File: config.mk
export PLATFORM = sky130hd
export DESIGN_NAME = proj_gfm_collector
export DESIGN_NICKNAME = d
export VERILOG_FILES = /design/src/rtl/proj_gfm_collector.sv
export SDC_FILE = /design/constraint.sdc
export NUM_CORES = 2
export LEC_CHECK = 0
export BUFFER_PORTS_ARGS = -buffer_cell sky130_fd_sc_hd__buf_4
export CELL_PAD_IN_SITES_DETAIL_PLACEMENT = 1
export CELL_PAD_IN_SITES_GLOBAL_PLACEMENT = 1
export CORE_AREA = 2 2 312 314
export CTS_BUF_LIST = sky130_fd_sc_hd__clkbuf_8
export DETAILED_ROUTE_END_ITERATION = 12
export DIE_AREA = 0 0 314 316
export HOLD_SLACK_MARGIN = 0.1
export PLACE_DENSITY = 0.79
export SLEW_MARGIN = 0
export SYNTH_ARGS = -nofsm -noshare
export SYNTH_HDL_FRONTEND = slang
export SYNTH_SLANG_ARGS = --single-unit
File: constraint.sdc
create_clock -name clk -period 2.5 [get_ports clk]
set_input_delay 0.5 -clock clk [delete_from_list [all_inputs] [get_ports clk]]
set_output_delay 0.5 -clock clk [all_outputs]
set_load 0.05 [all_outputs]
File: src/rtl/proj_gfm_collector.sv
// Reassembles one-hot fragment parts into a packed fragment record
// and restores the unsigned k-mer index from the centred window index.
module proj_gfm_collector #(
    parameter int FRAG_SIZE         = 256,
    parameter int KMER_SIZE         = 16,
    parameter int BASE_LEN          = 2,
    parameter int ONE_HOT_LEN       = 4,
    parameter int FRAG_PART         = 32,
    parameter int FRAG_PART_ONE_HOT = 64,
    parameter int INDICE_LEN        = 8,
    parameter int SIGNED_INDICE_LEN = 9
) (
    input  logic                         clk,
    input  logic                         rst,
    input  logic                         in_valid,
    input  logic                         in_first,
    input  logic [FRAG_PART_ONE_HOT-1:0] in_gfm,
    input  logic [SIGNED_INDICE_LEN-1:0] in_index,
    output logic                         out_valid,
    output logic [FRAG_SIZE*BASE_LEN-1:0] out_fragment,
    output logic [INDICE_LEN-1:0]        out_index,
    output logic                         out_err,
    output logic                         out_abort
);

    localparam int FRAG_LEN_BITS = FRAG_SIZE * BASE_LEN;
    localparam int PARTS         = FRAG_LEN_BITS / FRAG_PART;
    localparam int OFFSET        = (FRAG_SIZE - KMER_SIZE) >> 1;
    localparam int NIBS          = FRAG_PART / BASE_LEN;
    localparam int CW            = (PARTS > 1) ? $clog2(PARTS) : 1;
    localparam int SW            = SIGNED_INDICE_LEN + 1;

    typedef enum logic {IDLE, COLLECT} state_t;

    state_t                       state_q, state_d;
    logic [CW-1:0]                cnt_q, cnt_d;
    logic [FRAG_LEN_BITS-1:0]     asm_q, asm_d;
    logic                         acc_q, acc_d;
    logic [SIGNED_INDICE_LEN-1:0] idx_q, idx_d;
    logic                         valid_q, valid_d;
    logic                         abort_q, abort_d;
    logic [FRAG_LEN_BITS-1:0]     frag_q, frag_d;
    logic [INDICE_LEN-1:0]        oidx_q, oidx_d;
    logic                         oerr_q, oerr_d;

    logic [FRAG_PART-1:0]         dec_part;
    logic                         beat_err;
    logic                         complete;
    logic [SW-1:0]                sum_ext;

    always_comb begin
        dec_part = '0;
        beat_err = 1'b0;
        for (int i = 0; i < NIBS; i++) begin
            unique case (in_gfm[i*ONE_HOT_LEN +: ONE_HOT_LEN])
                4'b0001: dec_part[i*BASE_LEN +: BASE_LEN] = BASE_LEN'(0);
                4'b0010: dec_part[i*BASE_LEN +: BASE_LEN] = BASE_LEN'(1);
                4'b0100: dec_part[i*BASE_LEN +: BASE_LEN] = BASE_LEN'(2);
                4'b1000: dec_part[i*BASE_LEN +: BASE_LEN] = BASE_LEN'(3);
                default: beat_err = 1'b1;
            endcase
        end
    end

    always_comb begin
        state_d  = state_q;
        cnt_d    = cnt_q;
        asm_d    = asm_q;
        acc_d    = acc_q;
        idx_d    = idx_q;
        valid_d  = 1'b0;
        abort_d  = 1'b0;
        frag_d   = frag_q;
        oidx_d   = oidx_q;
        oerr_d   = oerr_q;
        complete = 1'b0;
        if (in_valid) begin
            if (in_first) begin
                // a new part 0 always restarts, dropping any partial window
                abort_d = (state_q == COLLECT);
                asm_d[FRAG_PART-1:0] = dec_part;
                idx_d   = in_index;
                acc_d   = beat_err;
                cnt_d   = CW'(1);
                state_d = COLLECT;
                if (PARTS == 1) complete = 1'b1;
            end else if (state_q == COLLECT) begin
                asm_d[int'(cnt_q)*FRAG_PART +: FRAG_PART] = dec_part;
                acc_d = acc_q | beat_err | (in_index != idx_q);
                cnt_d = cnt_q + CW'(1);
                if (cnt_q == CW'(PARTS - 1)) complete = 1'b1;
            end
        end
        // one extra bit exposes both negative and overflowing sums
        sum_ext = {idx_d[SIGNED_INDICE_LEN-1], idx_d} + SW'(OFFSET);
        if (complete) begin
            valid_d = 1'b1;
            frag_d  = asm_d;
            oidx_d  = sum_ext[INDICE_LEN-1:0];
            oerr_d  = acc_d | (|sum_ext[SW-1:INDICE_LEN]);
            state_d = IDLE;
            cnt_d   = '0;
        end
    end

    always_ff @(posedge clk) begin
        if (rst) begin
            state_q <= IDLE;
            cnt_q   <= '0;
            asm_q   <= '0;
            acc_q   <= 1'b0;
            idx_q   <= '0;
            valid_q <= 1'b0;
            abort_q <= 1'b0;
            frag_q  <= '0;
            oidx_q  <= '0;
            oerr_q  <= 1'b0;
        end else begin
            state_q <= state_d;
            cnt_q   <= cnt_d;
            asm_q   <= asm_d;
            acc_q   <= acc_d;
            idx_q   <= idx_d;
            valid_q <= valid_d;
            abort_q <= abort_d;
            frag_q  <= frag_d;
            oidx_q  <= oidx_d;
            oerr_q  <= oerr_d;
        end
    end

    assign out_valid    = valid_q;
    assign out_abort    = abort_q;
    assign out_fragment = frag_q;
    assign out_index    = oidx_q;
    assign out_err      = oerr_q;

endmodule

==> impl_metrics.ini <==
[grt]
grt_use_total_pct = 27.6
grt_first_pass_wirelength_um = 207000
largest_net_degree_at_the_start_of_global_routing = 130
antenna_found_initial = 7
overflow = 0
first_global_vias = 33500

[worst_setup_path]
critPathMaxStageDelay_ps = 500
timing.critical_path.required_ps = 3230
worst_path_dominant_cell_family = simple AND/OR/NAND/NOR gates
critPathArrivalTime_ps = 3120
timing.critical_path.from = cnt_q[1]
r2r_path_end = out_fragment[188]
path_max_fanout = 32
crit-reg2reg-launch = cnt_q[1]
ff2ff_path_depth = 7
cp.depth = 7
critPathLaunchType = flop
crit_buf_inv = 2
worstSetupPathType = reg2reg
endpoint_kind = flop
setup.reg_to_reg.worst_slack_ps = 110
critical_path.slowest_cell = sky130_fd_sc_hd__nor2_1
critical_path.cell_chain = inv_1, ha_2, nand2_2, buf_12, nor2_1, mux2i_1, a211oi_1

[synthesis]
synth-main-ff-cell = sky130_fd_sc_hd__dfxtp_1
synth_nets = 4180
post_synth_edffs = 0
post-synth-top-area-cell = sky130_fd_sc_hd__dfxtp_1
synth_sequential_area_ratio_pct = 55.3
synth.top_cells.by_area = sky130_fd_sc_hd__dfxtp_1, sky130_fd_sc_hd__nor2_1, sky130_fd_sc_hd__a211oi_1, sky130_fd_sc_hd__mux2i_1, sky130_fd_sc_hd__a21oi_1
syn_area_per_cell_um2 = 9.27
netlist_area_um2 = 38000
post_synth_inst_count = 4099
synth_top_area_share_pct = 55.3
ys_warn_count = 0
post_synth_num_cell_types = 52
share_of_flip_flops_with_an_asynchronous_set_or_reset_after_synthesis_pct = 0
ys_seq_elements = 1050

[place]
dp_hpwl_um = 97400
numPortBuffers = 599
globalplace.congestion = 0.847
place.detailed.instances = 5829
post-place-ws_ps = -17.3

[routing]
initial_drt_pass_iterations = 5
drc = 0
drt_iter0_drc = 2365
detail_route.vias_per_cell = 5.35
via_count = 32900
drt.antenna.violating_nets = 0
routed_wire_length_per_instance_um = 22.9
routed_wirelength_um = 141000

[timing]
timing.max_slew.rel_slack_pct = 56.7
highest_achievable_clock_rate_mhz = 418
final.hold.worst_slack_ps = 193
final-max-slew-violation-count = 0
finClkSkew_ps = 56.4
setup_viol = 0
min_period_ps = 2390
final_critical_path_setup_slack_ps = 110
max_slew.worst_pin.slew_ps = 647
finalHoldViolations = 0
min_period_over_period_pct = 95.6
finalSetupTns_ps = 0

[floorplanning]
start_util_pct = 39.6
design.core.area_um2 = 96000
die_width_um = 314
die_area_um2 = 99200
die_height_um = 316
io_pins = 600
rows = 114

[cells_and_area]
nets = 4835
seq_area_um2 = 21000
layout-area-overhead-vs-synth_pct = 28.8
final_layout_size_suffix_gt1_share_pct = 22.9
multiInputGateArea_um2 = 15500
n_fill_cell = 10900
final_non_filler_cell_total = 6160

[worst_hold_path]
holdCritPathClass = in2reg
worst_hold_path.num_cells = 4
worst_hold_path.endpoint = asm_q[18]
hold_path.startpoint = in_gfm[36]

[clock_network]
cts-root-to-sink-buffers = 3
tritoncts.num_buffers = 170
cts_htree_levels = 4
cts_tree = yes
clock_insertion_delay_worst_skew_ps = 870
clk_pin_slew_worst_paths_ps = 60
clock-sinks = 1050
clk_root_buffer_cell = sky130_fd_sc_hd__clkbuf_8

[power]
pwr_density_cell_nw_per_um2 = 674
static_power_due_to_leakage_uw = 0.0183
maximum_ir_drop_on_the_vdd_rail_mv = 0.380

[outcome]
run_status = finished clean

[flow_run]
timing.max_cap.violations = 0
## tightest hold or removal path, delay by kind of cell
family                 cells  cell delay [ps]
AND/OR/NAND/NOR            2              170
buffers and inverters      1              110
multiplexers               1              210
## final cells by class
cell class | count | share of cell area [%]
antenna | 6 | 0.0307
clock buffer | 210 | 5.91
clock inverter | 86 | 0.949
inverter | 16 | 0.123
multi-input combinational | 2660 | 31.6
sequential | 1050 | 43.0
tap | 1276 | 3.26
timing repair buffer | 856 | 15.1
## worst max-delay path by stage
stage,endpoint,slack (ps)
final,out_fragment[188],110
after global routing,out_fragment[395],-10
after CTS,out_fragment[87],7
after detailed placement,out_fragment[72],-20
after global placement,out_fragment[87],60
after floorplan,out_fragment[163],4
## cell usage after synthesis, types with 2 or more instances
cell,number
sky130_fd_sc_hd__nor4b_1,32
sky130_fd_sc_hd__a22oi_1,6
sky130_fd_sc_hd__and4_1,9
sky130_fd_sc_hd__or4_1,2
sky130_fd_sc_hd__or2_2,2
sky130_fd_sc_hd__nand2b_1,4
sky130_fd_sc_hd__dfxtp_1,1050
sky130_fd_sc_hd__o21ai_0,3
sky130_fd_sc_hd__nand3_1,10
sky130_fd_sc_hd__nor3b_1,2
sky130_fd_sc_hd__nand4_4,2
sky130_fd_sc_hd__buf_1,25
sky130_fd_sc_hd__xor2_1,2
sky130_fd_sc_hd__nor2_1,1193
sky130_fd_sc_hd__a211oi_1,520
sky130_fd_sc_hd__and3_1,13
sky130_fd_sc_hd__or3_1,33
sky130_fd_sc_hd__xnor2_1,43
sky130_fd_sc_hd__ha_1,4
sky130_fd_sc_hd__nor4_1,15
sky130_fd_sc_hd__o21ai_1,2
sky130_fd_sc_hd__nor2b_1,10
sky130_fd_sc_hd__nor4_4,2
sky130_fd_sc_hd__nor3_1,170
sky130_fd_sc_hd__nand2_1,26
sky130_fd_sc_hd__o31ai_1,2
sky130_fd_sc_hd__o21a_1,2
sky130_fd_sc_hd__nand4_1,3
sky130_fd_sc_hd__nor2_4,3
sky130_fd_sc_hd__mux2i_1,308
sky130_fd_sc_hd__buf_4,19
sky130_fd_sc_hd__buf_2,49
sky130_fd_sc_hd__buf_6,12
sky130_fd_sc_hd__a31oi_1,10
sky130_fd_sc_hd__inv_1,15
sky130_fd_sc_hd__clkbuf_1,267
sky130_fd_sc_hd__a21oi_1,214
## cell usage in the layout, fill, tap and decap left out, drive strengths merged, types with 5 or more instances in the layout
master	Yosys	routed
o21ai	5	5
a21oi	214	214
and3	13	13
inv	15	90
xnor2	43	43
clkinv	1	9
buf	105	827
nor4	17	17
nand2	26	26
diode	0	6
nor2	1196	1196
clkbuf	268	210
a211oi	520	520
nor2b	10	10
a22oi	6	6
dlygate4sd3	0	29
a31oi	10	10
or3	33	33
nand3	11	11
dfxtp	1050	1050
mux2i	308	308
nor4b	32	32
nand4	5	5
nor3	170	170
and4	9	9
## state kept, by name, summed over array words and instances, names as in the netlist, 4 cells and up
signal	flops
asm_q	512
cnt_q	4
idx_q	9
out_fragment	512
out_index	8
## layer usage
| metal | track usage [%] | vias up | routed length (µm) |
|---|---|---|---|
| li1 | - | 15500 | - |
| met1 | 33.9 | 16200 | 59100 |
| met2 | 45.7 | 947 | 66400 |
| met3 | 5.59 | 311 | 7710 |
| met4 | 14.6 | 2 | 7590 |
| met5 | 0 | - | 15 |
## per-stage QoR
step / area, µm² / power, µW / util, %
6_report: 48900 / 33000 / 51.0
5_1_grt: 48900 / 34100 / 50.9
4_1_cts: 48800 / 33200 / 50.8
3_5_place_dp: 45100 / 18600 / 47.0
3_3_place_gp: 45100 / 18600 / 47.0
2_1_floorplan: 38000 / 17800 / -
## power by group
part           switching [µW]  leakage [µW]  internal [µW]  total [µW]
Sequential               14.0       0.00846          16800       16800
Combinational            1040       0.00791            475        1520
Clock                    6990       0.00196           7700       14700
## cell families (layout without fill, tap and decap cells)
| logic type | Yosys count | in the layout | share of synthesized area, % |
|---|---|---|---|
| and+or+nand+nor | 1538 | 1538 | 17.3 |
| DFF | 1050 | 1050 | 55.3 |
| AOI/OAI and AO/OA | 764 | 764 | 13.6 |
| buffers and inverters | 389 | 1168 | 4.43 |
| muxes | 308 | 308 | 8.11 |
| xor gates and xnor gates | 46 | 46 | 1.08 |
| adders and majority gates | 4 | 4 | 0.132 |
| other | 0 | 6 | 0 |
## timing repair
item / 4_1_cts / 5_1_grt
endpoints found under the hold margin: 54 / 0
setup endpoints to repair: 1 / 229
hold buffers: 29 / 0
buffers inserted: 0 / 0
resized for setup: 1 / 29
No activity file was read; power rests on OpenSTA's default activity.
